<file path="src/rtl/pipeline_hazard_unit_if.sv">
// Hazard-unit bundle: decode/EX observations in, pipeline write/flush controls and perf counters out.
// master = pipeline datapath side, slave = pipeline_hazard_unit.
interface pipeline_hazard_unit_if #(
  parameter int unsigned CNT_W = 32
);
  logic [4:0]       i_ID_rs;
  logic [4:0]       i_ID_rt;
  logic             i_ID_uses_rs;
  logic             i_ID_uses_rt;
  logic             i_ID_Jump;
  logic             i_EX_MemRead;
  logic [4:0]       i_EX_rt;
  logic             i_EX_BranchTaken;
  logic             o_PC_Write;
  logic             o_IF_ID_Write;
  logic             o_IF_ID_flush;
  logic             o_ID_EX_flush;
  logic [CNT_W-1:0] o_stall_cnt;
  logic [CNT_W-1:0] o_flush_cnt;

  modport master (
    output i_ID_rs, i_ID_rt, i_ID_uses_rs, i_ID_uses_rt, i_ID_Jump,
           i_EX_MemRead, i_EX_rt, i_EX_BranchTaken,
    input  o_PC_Write, o_IF_ID_Write, o_IF_ID_flush, o_ID_EX_flush,
           o_stall_cnt, o_flush_cnt
  );

  modport slave (
    input  i_ID_rs, i_ID_rt, i_ID_uses_rs, i_ID_uses_rt, i_ID_Jump,
           i_EX_MemRead, i_EX_rt, i_EX_BranchTaken,
    output o_PC_Write, o_IF_ID_Write, o_IF_ID_flush, o_ID_EX_flush,
           o_stall_cnt, o_flush_cnt
  );
endinterface

</file>
<file path="src/rtl/pipeline_hazard_unit.sv">
// Load-use stall / branch & jump flush control for the IF/ID and ID/EX registers.
// Optional saturating stall/flush event counters when PERF_COUNTERS_EN is defined.
module pipeline_hazard_unit #(
  parameter int unsigned LOAD_STALL_CYCLES = 1,
  parameter int unsigned CNT_W             = 32
) (
  input  logic                   clk,
  input  logic                   reset,
  pipeline_hazard_unit_if.slave  hz
);

  localparam int unsigned   CW         = 4;
  localparam bit            MULTI      = (LOAD_STALL_CYCLES > 1);
  localparam logic [CW-1:0] STALL_INIT = MULTI ? CW'(LOAD_STALL_CYCLES - 2) : '0;

  typedef enum logic [0:0] {ST_RUN, ST_STALL} state_t;

  state_t        state_q, state_d;
  logic [CW-1:0] cnt_q, cnt_d;
  logic          hit_c;
  logic          pc_write, if_id_write, if_id_flush, id_ex_flush;
  logic          stall_ev, flush_ev;

  // Load in EX whose destination is a live source of the ID instruction; $zero never hazards.
  assign hit_c = hz.i_EX_MemRead & (hz.i_EX_rt != 5'd0) &
                 ((hz.i_ID_uses_rs & (hz.i_ID_rs == hz.i_EX_rt)) |
                  (hz.i_ID_uses_rt & (hz.i_ID_rt == hz.i_EX_rt)));

  always_ff @(posedge clk or negedge reset) begin
    if (!reset) begin
      state_q <= ST_RUN;
      cnt_q   <= '0;
    end else begin
      state_q <= state_d;
      cnt_q   <= cnt_d;
    end
  end

  // Outputs act in the same cycle as their cause; reset low forces the free-running pattern.
  always_comb begin
    state_d     = state_q;
    cnt_d       = cnt_q;
    pc_write    = 1'b1;
    if_id_write = 1'b1;
    if_id_flush = 1'b0;
    id_ex_flush = 1'b0;
    stall_ev    = 1'b0;
    flush_ev    = 1'b0;
    if (reset) begin
      if (hz.i_EX_BranchTaken) begin
        if_id_flush = 1'b1;
        id_ex_flush = 1'b1;
        flush_ev    = 1'b1;
        state_d     = ST_RUN;
        cnt_d       = '0;
      end else begin
        unique case (state_q)
          ST_RUN: begin
            if (hit_c) begin
              pc_write    = 1'b0;
              if_id_write = 1'b0;
              id_ex_flush = 1'b1;
              stall_ev    = 1'b1;
              if (MULTI) begin
                state_d = ST_STALL;
                cnt_d   = STALL_INIT;
              end
            end else if (hz.i_ID_Jump) begin
              if_id_flush = 1'b1;
              flush_ev    = 1'b1;
            end
          end
          ST_STALL: begin
            pc_write    = 1'b0;
            if_id_write = 1'b0;
            id_ex_flush = 1'b1;
            stall_ev    = 1'b1;
            if (cnt_q == '0) state_d = ST_RUN;
            else             cnt_d   = cnt_q - CW'(1);
          end
          default: state_d = ST_RUN;
        endcase
      end
    end
  end

  assign hz.o_PC_Write    = pc_write;
  assign hz.o_IF_ID_Write = if_id_write;
  assign hz.o_IF_ID_flush = if_id_flush;
  assign hz.o_ID_EX_flush = id_ex_flush;

`ifdef PERF_COUNTERS_EN
  logic [CNT_W-1:0] stall_cnt_q, flush_cnt_q;

  // Saturating event counters.
  always_ff @(posedge clk or negedge reset) begin
    if (!reset) begin
      stall_cnt_q <= '0;
      flush_cnt_q <= '0;
    end else begin
      if (stall_ev && (stall_cnt_q != '1)) stall_cnt_q <= stall_cnt_q + CNT_W'(1);
      if (flush_ev && (flush_cnt_q != '1)) flush_cnt_q <= flush_cnt_q + CNT_W'(1);
    end
  end

  assign hz.o_stall_cnt = stall_cnt_q;
  assign hz.o_flush_cnt = flush_cnt_q;
`else
  logic unused_ev;
  assign unused_ev      = stall_ev | flush_ev;
  assign hz.o_stall_cnt = '0;
  assign hz.o_flush_cnt = '0;
`endif

endmodule

</file>
<file path="src/flat_wrapper.sv">
// flat-port wrapper written by rule: the top's interface ports become plain ports
module pipeline_hazard_unit_flat 
#(
  parameter int unsigned LOAD_STALL_CYCLES = 1,
  parameter int unsigned CNT_W             = 32
)
  (clk, reset, hz_i_ID_rs, hz_i_ID_rt, hz_i_ID_uses_rs, hz_i_ID_uses_rt, hz_i_ID_Jump, hz_i_EX_MemRead, hz_i_EX_rt, hz_i_EX_BranchTaken, hz_o_PC_Write, hz_o_IF_ID_Write, hz_o_IF_ID_flush, hz_o_ID_EX_flush, hz_o_stall_cnt, hz_o_flush_cnt);
  pipeline_hazard_unit_if #(.CNT_W(CNT_W)) hz_i ();
  input  logic clk;
  input  logic reset;
  input wire logic [$bits(hz_i.i_ID_rs)-1:0] hz_i_ID_rs;
  input wire logic [$bits(hz_i.i_ID_rt)-1:0] hz_i_ID_rt;
  input wire logic [$bits(hz_i.i_ID_uses_rs)-1:0] hz_i_ID_uses_rs;
  input wire logic [$bits(hz_i.i_ID_uses_rt)-1:0] hz_i_ID_uses_rt;
  input wire logic [$bits(hz_i.i_ID_Jump)-1:0] hz_i_ID_Jump;
  input wire logic [$bits(hz_i.i_EX_MemRead)-1:0] hz_i_EX_MemRead;
  input wire logic [$bits(hz_i.i_EX_rt)-1:0] hz_i_EX_rt;
  input wire logic [$bits(hz_i.i_EX_BranchTaken)-1:0] hz_i_EX_BranchTaken;
  output wire logic [$bits(hz_i.o_PC_Write)-1:0] hz_o_PC_Write;
  output wire logic [$bits(hz_i.o_IF_ID_Write)-1:0] hz_o_IF_ID_Write;
  output wire logic [$bits(hz_i.o_IF_ID_flush)-1:0] hz_o_IF_ID_flush;
  output wire logic [$bits(hz_i.o_ID_EX_flush)-1:0] hz_o_ID_EX_flush;
  output wire logic [$bits(hz_i.o_stall_cnt)-1:0] hz_o_stall_cnt;
  output wire logic [$bits(hz_i.o_flush_cnt)-1:0] hz_o_flush_cnt;
  assign hz_i.i_ID_rs = hz_i_ID_rs;
  assign hz_i.i_ID_rt = hz_i_ID_rt;
  assign hz_i.i_ID_uses_rs = hz_i_ID_uses_rs;
  assign hz_i.i_ID_uses_rt = hz_i_ID_uses_rt;
  assign hz_i.i_ID_Jump = hz_i_ID_Jump;
  assign hz_i.i_EX_MemRead = hz_i_EX_MemRead;
  assign hz_i.i_EX_rt = hz_i_EX_rt;
  assign hz_i.i_EX_BranchTaken = hz_i_EX_BranchTaken;
  assign hz_o_PC_Write = hz_i.o_PC_Write;
  assign hz_o_IF_ID_Write = hz_i.o_IF_ID_Write;
  assign hz_o_IF_ID_flush = hz_i.o_IF_ID_flush;
  assign hz_o_ID_EX_flush = hz_i.o_ID_EX_flush;
  assign hz_o_stall_cnt = hz_i.o_stall_cnt;
  assign hz_o_flush_cnt = hz_i.o_flush_cnt;
  pipeline_hazard_unit #(.LOAD_STALL_CYCLES(LOAD_STALL_CYCLES), .CNT_W(CNT_W)) u_core (.clk(clk), .reset(reset), .hz(hz_i));
endmodule
</file>
<file path="config.mk">
export PLATFORM = sky130hd
export DESIGN_NAME = pipeline_hazard_unit_flat
export DESIGN_NICKNAME = d
export VERILOG_FILES = /design/src/rtl/pipeline_hazard_unit_if.sv /design/src/rtl/pipeline_hazard_unit.sv /design/src/flat_wrapper.sv
export SDC_FILE = /design/constraint.sdc
export NUM_CORES = 1
export LEC_CHECK = 0
export CAP_MARGIN = 20
export CORE_ASPECT_RATIO = 0.9
export CORE_UTILIZATION = 33
export CTS_CLUSTER_SIZE = 28
export DETAILED_ROUTE_END_ITERATION = 16
export PLACE_DENSITY_LB_ADDON = 0.25
export SLEW_MARGIN = 25
export SYNTH_ARGS = -nofsm -noshare
export SYNTH_HDL_FRONTEND = slang
export SYNTH_SLANG_ARGS = --single-unit
</file>
<file path="constraint.sdc">
create_clock -name clk -period 3.3 [get_ports clk]
set_input_delay 0.33 -clock clk [delete_from_list [all_inputs] [get_ports clk]]
set_output_delay 0.33 -clock clk [all_outputs]
set_load 0.01 [all_outputs]
</file>
==> results.md <==
- Hold_buf cts: 0
- # rows: 18
- Wirelength, routed: 1500 um
- Arr. time, crit path: about 2.4 ns
- CTS H-tree depth: 1
- 1st-pass router iterations: 4
- First-pass GRT wire length: between 2000 and 2500 um
- Post-CTS setup buffers: 0
- Final Power: 0.223 mW
- DP HPWL: 1340 um
- Ys Warns: 0
- Die height: 53.0 um
- Nets: 169
- Hold_ws: about 0.40 ns
- Antenna viol nets, final: 0
- Skew-Pair Late Insertion Delay: 0.25 ns
- Highest Clock Rate: 0.367 GHz
- Post-synth top area cell: buf_4
- Die footprint: ~0.0031 mm^2
- Area Overhead vs Synth: 7.88%
- DR WL/cell: between 8 and 9 um
- Critical path origin: hz_i_EX_rt[3]
- Mapped Avg Cell Area: 8.14 um^2
- Reg clk slew, reported paths: 0.04 ns
- Bufs and invs on worst path: 2
- Leakage: approximately 0.5 nW
- Cell Chain, Critical Path: clkdlybuf4s50_1, xor2_1, nor4_2, a32oi_1, o41a_1, clkdlybuf4s50_1
- Reg-to-reg setup timing slack: 1.74 ns
- Critical path endpoint: hz_o_IF_ID_Write
- Critical path data required time: 2.97 ns
- DRC errors left: 0
- PwrDens: 217 mW/mm^2
- Number of port buffers: 25
- Peak supply drop: 0.135 mV
- Core Area: approximately 0.0027 mm^2
- Delay-heaviest family, CP: buffers and inverters
- Clock Sinks: 5
- EDFF count, synth: 0
- Max incr delay on CP: around 0.49 ns
- Final RePlAce weighted congestion: around 0.75
- Ports: 90
- Clock skew: 0.00355 ns
- Worst Hold Class: in -> async
- Slew Limit Fails: 0
- Ys async rst share: 100%
- Die width: 58.6 um
- Worst setup SP type: input pin
- Top-area cell type share of the netlist area: 51.2%
- Total CTS buffers: 3
- Number of synthesized register bits: 5
- Core Util, Final: 37.4%
- Largest net degree at the start of global routing: 14
- Reg2reg end: u_core.cnt_q[1]$_DFFE_PN0P_
- Worst path depth: 6
- Initial Util: 34.7%
- P_int: approximately 0.14 mW
- Min Tclk post-route: 2.73 ns
- Total gr overflow: 0
- Number of max-cap violations: 0
- Mapped Cells: 117
- Synthesized cell area: 952 um^2
- Fin cells: 184
- Synth top area cells: buf_4 51%, dfrtp_1 13%, xor2_1 7.4%
- Number of global-route vias before repair: 444
- Netlist cell types: 27
- Final hold viol count: 0
- Avg Vias per Cell: 3.46
- Setup TNS: 0 ns
- Power share of the clock group: 31.9%
- Max stage delay cell, worst path: clkdlybuf4s50_1
- Layout cell share with drive strength beyond 1: 4.17%
- CP Class: in -> out
- Top cell by count, worst path: clkdlybuf4s50_1
- Max Buffers Root-to-Sink: 2
- R2r worst-path depth: 6
- Placed cells: 180
- Sequential Power Share: 27.7%
- CTS tree: yes
- Initial antenna violation count: 0
- Ant diodes: 0
- Logic pwr share: between 40% and 50%
- Outcome: finished, final reports clean
- GRT Overall Usage: roughly 9%
- Post-synthesis sequential area ratio: roughly an eighth
- Most common flop cell mapped by yosys: dfrtp_1
- Switching pwr: 0.0795 mW
- Post-route clock period utilization: between 80% and 90%
- # resized after CTS: 0
- Clock root buffer: clkbuf_4
- Final setup fails: 0
- Critical Path End Type: output pin
- Crit Path Max Fanout: 3
- Sw frac: 35.7%
- DR vias: 636
- RSZ-0062 raised after global routing: no
- Iter 0 DRT Violations: 5
- Reg-to-Reg Start: u_core.cnt_q[0]$_DFFE_PN0P_
==> kinds of logic (layout without fill, tap and decap cells) <==
kind of cell / after synthesis / in the layout / synth area share (%)
xor gates and xnor gates: 11 / 11 / 10.1
other: 1 / 64 / 0.394
DFF: 5 / 5 / 13.1
buffers and inverters: 70 / 34 / 53.2
and+or+nand+nor: 12 / 12 / 8.28
AOI/OAI and AO/OA: 16 / 16 / 12.2
adders and majority gates: 2 / 2 / 2.63
==> area by class of cell <==
class,count,area (um^2)
fill,298,1720
multi-input combinational,105,557
timing repair buffer,25,250
sequential,5,125
tap,40,50.0
clock buffer,4,26.3
inverter,5,18.8
==> Yosys cell counts (all sizes together), types with 2 or more instances <==
master,count
xnor2,3
o2bb2ai,2
ha,2
inv,5
o31ai,2
buf,65
dfrtp,5
nor3,2
o21ai,7
xor2,8
nor4,2
==> cells in the final DEF, fill, tap and decap left out, drive strengths merged, types with 3 or more instances in the layout <==
cell type      instances
clkbuf                 4
clkdlybuf4s50         25
conb                  64
dfrtp                  5
inv                    5
o21ai                  7
xnor2                  3
xor2                   8
==> stage by stage <==
stage | instance area (um^2) | worst slack (ns)
finish | 1030 | 0.572
global route | 1030 | 0.489
CTS | 1030 | 0.561
detailed placement | 1000 | 0.559
global placement | 1000 | 0.565
floorplan | 1190 | 1.49
==> flip-flops by register name (all words and copies together) (netlist names) <==
register,count
u_core.cnt_q,4
u_core.state_q,1
==> how the worst min path moves through the flow <==
stage / end / slack (ns)
finish: u_core.state_q$_DFFE_PN0P_ / 0.40
global route: u_core.cnt_q[1]$_DFFE_PN0P_ / 0.42
CTS: u_core.state_q$_DFFE_PN0P_ / 0.39
detailed placement: u_core.cnt_q[0]$_DFFE_PN0P_ / 0.52
global placement: u_core.cnt_q[1]$_DFFE_PN0P_ / 0.50
floorplan: u_core.cnt_q[0]$_DFFE_PN0P_ / 0.03
==> power groups by stage <==
stage | Combinational, mW | Sequential [mW] | Clock (mW)
2_1_floorplan | 0.107 | 0.0624 | 0
3_3_place_gp | 0.0889 | 0.0624 | 0
3_5_place_dp | 0.0887 | 0.0624 | 0
4_1_cts | 0.0890 | 0.0615 | 0.0745
5_1_grt | 0.0993 | 0.0615 | 0.0764
6_report | 0.0900 | 0.0616 | 0.0710
==> routing by layer <==
layer  GRT usage [%]  vias to the layer above  wire length [um]
li1                -                      310                 -
met1            12.2                      278               632
met2            11.9                       46               713
met3            4.16                        2               135
met4            2.78                        0                14
met5               0                        -                 0
No activity file was read; power rests on OpenSTA's default activity.
